===== src/rtl/tile_render_pkg.sv =====
// Shared lookup tables and geometry types for the tile board renderer.
// Cell values are exponents: e selects colour, decimal string and digit count.
package tile_render_pkg;

   localparam int unsigned GEOM_W = 11;
   typedef logic [GEOM_W-1:0] geom_t;
   typedef logic [2:0]        rgb_t;

   localparam rgb_t RGB_BLACK  = 3'b000;
   localparam rgb_t RGB_BORDER = 3'b010;
   localparam rgb_t RGB_ERROR  = 3'b100;

   localparam rgb_t COLOR_LUT [0:15] = '{
      3'b000, 3'b100, 3'b110, 3'b101, 3'b011, 3'b001, 3'b111, 3'b110,
      3'b110, 3'b110, 3'b110, 3'b110, 3'b000, 3'b000, 3'b000, 3'b000};

   // Decimal digits left-justified: digit 0 (most significant) sits in [15:12].
   localparam logic [15:0] BCD_LUT [0:15] = '{
      16'h0000, 16'h2000, 16'h4000, 16'h8000, 16'h1600, 16'h3200, 16'h6400, 16'h1280,
      16'h2560, 16'h5120, 16'h1024, 16'h2048, 16'h0000, 16'h0000, 16'h0000, 16'h0000};

   localparam logic [2:0] NDIGITS_LUT [0:15] = '{
      3'd1, 3'd1, 3'd1, 3'd1, 3'd2, 3'd2, 3'd2, 3'd3,
      3'd3, 3'd3, 3'd4, 3'd4, 3'd1, 3'd1, 3'd1, 3'd1};

   // Bit 6 = segment a ... bit 0 = segment g.
   localparam logic [6:0] SEG_MAP [0:9] = '{
      7'b1111110, 7'b0110000, 7'b1101101, 7'b1111001, 7'b0110011,
      7'b1011011, 7'b1011111, 7'b1110000, 7'b1111111, 7'b1111011};

   function automatic geom_t str_left(input int unsigned tile_px, input int unsigned digit_w,
                                      input int unsigned digit_gap, input logic [2:0] nd);
      int unsigned sw;
      sw = 32'(nd) * digit_w + (32'(nd) - 1) * digit_gap;
      return geom_t'((tile_px - sw) / 2);
   endfunction

endpackage


===== src/rtl/tile_board_renderer_glyph.sv =====
// Combinational 7-segment glyph test; coordinates are relative to the glyph origin,
// so wrapped (negative) offsets fall outside the box automatically.
module seven_seg_glyph import tile_render_pkg::*; #(
   parameter int unsigned DIGIT_W = 20,
   parameter int unsigned DIGIT_H = 60,
   parameter int unsigned SEG_T   = 4
) (
   input  geom_t      lx,
   input  geom_t      ly,
   input  logic [3:0] digit,
   output logic       lit
);

   localparam int unsigned MID = DIGIT_H / 2;

   logic [6:0] segs;
   logic in_box, upper, lower, row_a, row_d, row_g, col_l, col_r;

   always_comb begin
      segs = '0;
      if (digit <= 4'd9) segs = SEG_MAP[digit];
      in_box = (lx < geom_t'(DIGIT_W)) && (ly < geom_t'(DIGIT_H));
      upper  = ly <= geom_t'(MID);
      lower  = ly >= geom_t'(MID);
      row_a  = ly < geom_t'(SEG_T);
      row_d  = ly >= geom_t'(DIGIT_H - SEG_T);
      row_g  = (ly >= geom_t'(MID - SEG_T / 2)) && (ly < geom_t'(MID - SEG_T / 2 + SEG_T));
      col_l  = lx < geom_t'(SEG_T);
      col_r  = lx >= geom_t'(DIGIT_W - SEG_T);
      lit    = in_box && ((segs[6] && row_a) ||
                          (segs[5] && col_r && upper) ||
                          (segs[4] && col_r && lower) ||
                          (segs[3] && row_d) ||
                          (segs[2] && col_l && lower) ||
                          (segs[1] && col_l && upper) ||
                          (segs[0] && row_g));
   end

endmodule


===== src/rtl/tile_board_renderer.sv =====
// N x N tile board painter: per-frame board snapshot feeding a 3-stage
// clock-enabled pixel pipeline (locate -> fetch -> glyph/colour).
module tile_board_renderer import tile_render_pkg::*; #(
   parameter int unsigned GRID_N    = 4,
   parameter int unsigned CELL_W    = 4,
   parameter int unsigned MAX_EXP   = 11,
   parameter int unsigned TILE_PX   = 108,
   parameter int unsigned BORDER_PX = 8,
   parameter int unsigned DIGIT_W   = 20,
   parameter int unsigned DIGIT_H   = 60,
   parameter int unsigned SEG_T     = 4,
   parameter int unsigned DIGIT_GAP = 6
) (
   input  logic                              board_clk,
   input  logic                              reset,
   input  logic                              pix_ce,
   input  logic                              frame_start,
   input  logic [9:0]                        counter_x,
   input  logic [9:0]                        counter_y,
   input  logic                              in_display,
   input  logic [GRID_N*GRID_N*CELL_W-1:0]   board,
   input  logic                              board_valid,
   output logic                              vga_r,
   output logic                              vga_g,
   output logic                              vga_b,
   output logic                              snapshot_taken
);

   localparam int unsigned PITCH      = TILE_PX + BORDER_PX;
   localparam int unsigned GRID_EXT   = GRID_N * PITCH + BORDER_PX;
   localparam int unsigned IDX_W      = (GRID_N > 1) ? $clog2(GRID_N) : 1;
   localparam int unsigned BOARD_W    = GRID_N * GRID_N * CELL_W;
   localparam int unsigned DIGIT_STEP = DIGIT_W + DIGIT_GAP;
   localparam geom_t       GLYPH_TOP  = geom_t'((TILE_PX - DIGIT_H) / 2);

   logic [BOARD_W-1:0] shadow;
   logic               take;

   // S1 / S2 / S3 state
   geom_t              s1_x, s1_y;
   logic               s1_vis, s1_border;
   logic [IDX_W-1:0]   s1_col, s1_row;
   logic               s2_vis, s2_border;
   logic [CELL_W-1:0]  s2_e;
   geom_t              s2_lx, s2_ly;
   rgb_t               rgb;

   // combinational next-stage values
   geom_t              px, py, col_base, row_base;
   logic [IDX_W-1:0]   col_c, row_c;
   logic               vis_c, border_c;
   logic [CELL_W-1:0]  e_c;
   geom_t              lx_c, ly_c;
   logic [3:0]         e_idx;
   logic [2:0]         nd;
   geom_t              left, start, gx, gy;
   logic [3:0]         dig;
   logic               glyph_lit;
   rgb_t               rgb_c;

   assign take = pix_ce & frame_start & board_valid;

   always_ff @(posedge board_clk) begin
      if (reset) begin
         shadow         <= '0;
         snapshot_taken <= 1'b0;
      end else begin
         snapshot_taken <= take;
         if (take) shadow <= board;
      end
   end

   // Column/row by compare chain against k*PITCH; the last line belongs to no tile.
   always_comb begin
      px = geom_t'(counter_x);
      py = geom_t'(counter_y);
      col_c = '0;
      row_c = '0;
      col_base = '0;
      row_base = '0;
      for (int unsigned k = 1; k < GRID_N; k++) begin
         if (px >= geom_t'(k * PITCH)) begin
            col_c    = IDX_W'(k);
            col_base = geom_t'(k * PITCH);
         end
         if (py >= geom_t'(k * PITCH)) begin
            row_c    = IDX_W'(k);
            row_base = geom_t'(k * PITCH);
         end
      end
      border_c = ((px - col_base) < geom_t'(BORDER_PX)) || ((py - row_base) < geom_t'(BORDER_PX)) ||
                 (px >= geom_t'(GRID_N * PITCH)) || (py >= geom_t'(GRID_N * PITCH));
      vis_c    = in_display && (px < geom_t'(GRID_EXT)) && (py < geom_t'(GRID_EXT));
   end

   always_comb begin
      e_c  = shadow[(32'(s1_row) * GRID_N + 32'(s1_col)) * CELL_W +: CELL_W];
      lx_c = s1_x - geom_t'(32'(s1_col) * PITCH) - geom_t'(BORDER_PX);
      ly_c = s1_y - geom_t'(32'(s1_row) * PITCH) - geom_t'(BORDER_PX);
   end

   // Pick the one digit slot whose span holds lx; no match leaves gx out of range.
   always_comb begin
      e_idx = 4'(s2_e);
      nd    = NDIGITS_LUT[e_idx];
      left  = str_left(TILE_PX, DIGIT_W, DIGIT_GAP, nd);
      gy    = s2_ly - GLYPH_TOP;
      gx    = '1;
      dig   = '0;
      start = '0;
      for (int unsigned j = 0; j < 4; j++) begin
         start = left + geom_t'(j * DIGIT_STEP);
         if ((j < 32'(nd)) && ((s2_lx - start) < geom_t'(DIGIT_W))) begin
            gx  = s2_lx - start;
            dig = BCD_LUT[e_idx][(3 - j) * 4 +: 4];
         end
      end
   end

   seven_seg_glyph #(
      .DIGIT_W (DIGIT_W),
      .DIGIT_H (DIGIT_H),
      .SEG_T   (SEG_T)
   ) u_glyph (
      .lx    (gx),
      .ly    (gy),
      .digit (dig),
      .lit   (glyph_lit)
   );

   always_comb begin
      rgb_c = RGB_BLACK;
      if (!s2_vis)                         rgb_c = RGB_BLACK;
      else if (s2_border)                  rgb_c = RGB_BORDER;
      else if (s2_e == '0)                 rgb_c = RGB_BLACK;
      else if (s2_e > CELL_W'(MAX_EXP))    rgb_c = RGB_ERROR;
      else if (glyph_lit)                  rgb_c = COLOR_LUT[e_idx];
   end

   always_ff @(posedge board_clk) begin
      if (reset) begin
         s1_x <= '0; s1_y <= '0; s1_vis <= 1'b0; s1_border <= 1'b0;
         s1_col <= '0; s1_row <= '0;
         s2_vis <= 1'b0; s2_border <= 1'b0; s2_e <= '0; s2_lx <= '0; s2_ly <= '0;
         rgb <= RGB_BLACK;
      end else if (pix_ce) begin
         s1_x <= px; s1_y <= py; s1_vis <= vis_c; s1_border <= border_c;
         s1_col <= col_c; s1_row <= row_c;
         s2_vis <= s1_vis; s2_border <= s1_border; s2_e <= e_c; s2_lx <= lx_c; s2_ly <= ly_c;
         rgb <= rgb_c;
      end
   end

   assign vga_r = rgb[2];
   assign vga_g = rgb[1];
   assign vga_b = rgb[0];

endmodule


===== config.mk =====
export PLATFORM = sky130hd
export DESIGN_NAME = tile_board_renderer
export DESIGN_NICKNAME = d
export VERILOG_FILES = /design/src/rtl/tile_render_pkg.sv /design/src/rtl/tile_board_renderer_glyph.sv /design/src/rtl/tile_board_renderer.sv
export SDC_FILE = /design/constraint.sdc
export NUM_CORES = 1
export LEC_CHECK = 0
export BUFFER_PORTS_ARGS = -buffer_cell sky130_fd_sc_hd__clkbuf_2
export CAP_MARGIN = 30
export CORE_ASPECT_RATIO = 0.75
export CORE_UTILIZATION = 65
export CTS_CLUSTER_DIAMETER = 150
export DETAILED_ROUTE_END_ITERATION = 7
export GPL_TIMING_DRIVEN = 0
export PLACE_DENSITY = 0.86
export SETUP_SLACK_MARGIN = 0.1
export SKIP_CTS_REPAIR_TIMING = 1
export SKIP_LAST_GASP = 1
export SLEW_MARGIN = 20
export SYNTH_ARGS = -nofsm -noshare
export SYNTH_HDL_FRONTEND = slang
export SYNTH_SLANG_ARGS = --single-unit

===== constraint.sdc =====
create_clock -name board_clk -period 19.45 [get_ports board_clk]
set_clock_uncertainty 0.2 [all_clocks]
set_input_delay 0 -clock board_clk [delete_from_list [all_inputs] [get_ports board_clk]]
set_output_delay 0 -clock board_clk [all_outputs]
set_load 0.01 [all_outputs]

==> results.sh <==
export IMPL_fin_nets=1665
export IMPL_synth_area_mux_share_pct=8.85
export IMPL_post_synth_top_area_cell="dfxtp_1"
export IMPL_synth_top_family_by_area="adder cells"
export IMPL_cts_made_buffers=17
export IMPL_postSynthCellCount=1232
export IMPL_cpMostUsedCell="ha_1"
export IMPL_reg2regPathDepth=39
export IMPL_portBuffers=91
export IMPL_p_leak_nw=5.54
export IMPL_synthToLayoutAreaGrowth_pct=21.6
export IMPL_crit_path_start_kind="flip-flop"
export IMPL_regArea_um2=2440
export IMPL_fp_coreArea_um2=14700
export IMPL_min_period_ns=10.12
export IMPL_clk_latency_ns=0.43
export IMPL_drtIter0Drc=1155
export IMPL_n_fill_cell=833
export IMPL_cts_root_buf="clkbuf_16"
export IMPL_r2r_end="rgb[2]"
export IMPL_min_delay_start="reset"
export IMPL_synth_xor_area_share_pct=4.29
export IMPL_ys_top_cells_by_count="nand2_1, ha_1, dfxtp_1, a21oi_1, inv_1"
export IMPL_worstMarginPinSlew_ns=0.934
export IMPL_holdPathStages=3
export IMPL_p_clk_share_pct=31.6
export IMPL_drt_drc_violations_left=0
export IMPL_synth_main_ff_cell="dfxtp_1"
export IMPL_synth_seq_area_share_pct=24.4
export IMPL_clkTransAtPathRegs_ns=0.06
export IMPL_dp_hpwl_um=20000
export IMPL_synth_simple_area_share_pct=18.6
export IMPL_seq_power_share_pct=28.2
export IMPL_multi_input_area_um2=6920
export IMPL_grt_overflow=0
export IMPL_place_congestion=0.946
export IMPL_endpoint_kind="flip-flop"
export IMPL_power_switching_mw=0.381
export IMPL_ys_seq_elements=122
export IMPL_yosysMostFrequentCell="nand2_1"
export IMPL_vias_per_cell=6.29
export IMPL_rows=38
export IMPL_place_area_um2=10700
export IMPL_dieArea_um2=15900
export IMPL_status="finished clean"
export IMPL_synth_edf_count=0
export IMPL_antenna_found_initial=2
export IMPL_die_h_um=109
export IMPL_cts_sinks=122
export IMPL_path_buf_inv=8
export IMPL_first_global_vias=8594
export IMPL_grt_pass1_wl_um=42300
export IMPL_syn_area_um2=10000
export IMPL_ctsHtreeMaxLevel=4
export IMPL_syn_area_per_cell_um2=8.12
export IMPL_setup_tns_ns=0
export IMPL_maxSlewHeadroom_pct=37.1
export IMPL_slowest_delay_ns=0.50
export IMPL_criticalPathCategory="flip-flop to flip-flop"
export IMPL_drv_cap=0
export IMPL_rr_startpoint="e_idx[3]"
export IMPL_r2r_slack_ns=9.33
export IMPL_drive_above_1_share_pct=11.3
export IMPL_synth_warnings=0
export IMPL_crit_arrival_ns=10.23
export IMPL_slew_viol_final=0
export IMPL_setup_slack_ns=9.33
export IMPL_io_pins=94
export IMPL_hp_class="input port to flip-flop"
export IMPL_groute_usage_overall_pct=33.5
export IMPL_clock_fmax_ghz=0.0988
export IMPL_synth_compound_area_share_pct=18.1
export IMPL_async_reset_ff_share_pct=0
export IMPL_synth_area_top_cells="dfxtp_1, ha_1, nand2_1"
export IMPL_intPower_mw=0.613
export IMPL_die_w_um=145
export IMPL_cp_slowest_cell="or3_1"
export IMPL_cp_required_ns=19.56
export IMPL_cp_max_fo=10
export IMPL_grt_start_max_net_pins=17
export IMPL_cts_buffer_depth=2
export IMPL_period_share_pct=52.0
export IMPL_place_ws_ns=9.58
export IMPL_power_frac_comb_pct=40.3
export IMPL_rsz0062_at_grt="no"
export IMPL_vdd_drop_max_v=0.0000606
export IMPL_post_drt_wl_per_cell_um=19.7
export IMPL_initial_utilization_pct=67.9
export IMPL_holdPathEnd="rgb[0]"
export IMPL_finalWirelength_um=32400
export IMPL_power_density_nw_per_um2=81.8
export IMPL_yosysTopAreaCellShare_pct=24.4
export IMPL_cts_tree="done"
export IMPL_first_pass_iters=8
export IMPL_hold_viol=0
export IMPL_design_area_um2=12200
export IMPL_vias=10400
export IMPL_setup_viol=0
export IMPL_switching_share_pct=38.3
export IMPL_yosysUniqueCellTypes=80
export IMPL_cp_top_family="simple AND/OR/NAND/NOR gates"
export IMPL_synthAdderAreaFrac_pct=19.2
export IMPL_ant_nets=0
## cells by family (layout without fill, tap and decap cells)
logic type / after synthesis / after routing
AND/OR/NAND/NOR: 398 / 398
AO/OA/AOI/OAI: 283 / 283
buffers and inverters: 171 / 380
adder cells (fa/ha/maj): 144 / 144
flip-flops: 122 / 122
multiplexers: 63 / 63
XOR/XNOR: 49 / 49
other: 2 / 6
## cell type report
class / instances / area share [%]
multi-input combinational: 941 / 56.9
clock inverter: 14 / 1.15
sequential: 122 / 20.1
timing repair buffer: 178 / 10.9
inverter: 121 / 3.74
antenna: 2 / 0.0412
buffer: 50 / 1.56
clock buffer: 17 / 3.50
tap: 200 / 2.06
## flip-flops by register name (all words and copies together) (netlist names)
register        flops
s1_col              2
s2_ly              11
e_idx               4
s1_vis              1
s2_lx              11
rgb                 3
shadow             64
s1_row              2
s1_border           1
snapshot_taken      1
s2_border           1
s1_y               10
s2_vis              1
s1_x               10
## stage by stage
step                utilization (%)  power, mW  hold slack (ns)  cells
floorplan                         -      0.560          -0.0640   1234
global placement               72.7      0.635           0.0243   1525
detailed placement             72.7      0.645           0.0305   1525
CTS                            76.5      0.952           -0.414   1556
global route                   82.5       1.04           0.0990   1645
finish                         82.5      0.994           0.0792   1645
## cell usage in the layout, fill, tap and decap left out, types with 15 or more instances in the layout
cell type,count
nor2_1,104
xor2_1,19
clkbuf_2,91
dlygate4sd3_1,86
fa_1,16
inv_1,120
clkbuf_1,37
clkbuf_16,17
dfxtp_1,122
nand2_1,171
nor2b_1,16
o21ai_0,37
nand2b_1,15
mux2i_1,40
ha_1,128
mux4_2,20
nor3_1,17
a21o_1,23
a21oi_1,120
xnor2_1,30
## worst reg2reg max path: cells and delay by family (launching register included)
kind / cells / cell delay, ns
buffers and inverters: 8 / 1.39
AO/OA/AOI/OAI: 10 / 2.52
AND/OR/NAND/NOR: 12 / 2.77
XOR/XNOR: 2 / 0.48
adder cells (fa/ha/maj): 7 / 2.31
flip-flops: 1 / 0.32
## power groups by stage
stage                     combinational (mW)  clock [mW]  sequential (mW)
final                                  0.401       0.314            0.280
after global routing                   0.437       0.319            0.281
after CTS                              0.367       0.307            0.279
after detailed placement               0.361           0            0.284
after global placement                 0.352           0            0.283
after floorplan                        0.281           0            0.279
## metal layers
| metal | GRT usage (%) | part of all wire [%] | routed length (um) |
|---|---|---|---|
| met5 | 0 | 0 | 0 |
| met4 | 10.3 | 5.7 | 1860 |
| met3 | 6.31 | 11 | 3470 |
| met2 | 53.8 | 44 | 14400 |
| met1 | 46.0 | 39 | 12700 |
## worst max path at each step
| stage | cells after the start | start | to | slack [ns] |
|---|---|---|---|---|
| 2_1_floorplan | 39 | e_idx[3] | rgb[2] | 11.27 |
| 3_3_place_gp | 38 | e_idx[3] | rgb[2] | 9.74 |
| 3_5_place_dp | 38 | e_idx[3] | rgb[2] | 9.58 |
| 4_1_cts | 39 | e_idx[3] | rgb[2] | 9.50 |
| 5_1_grt | 39 | e_idx[3] | rgb[2] | 8.65 |
| 6_report | 39 | e_idx[3] | rgb[2] | 9.33 |
Note: power is estimated with default switching activity, not from simulation.
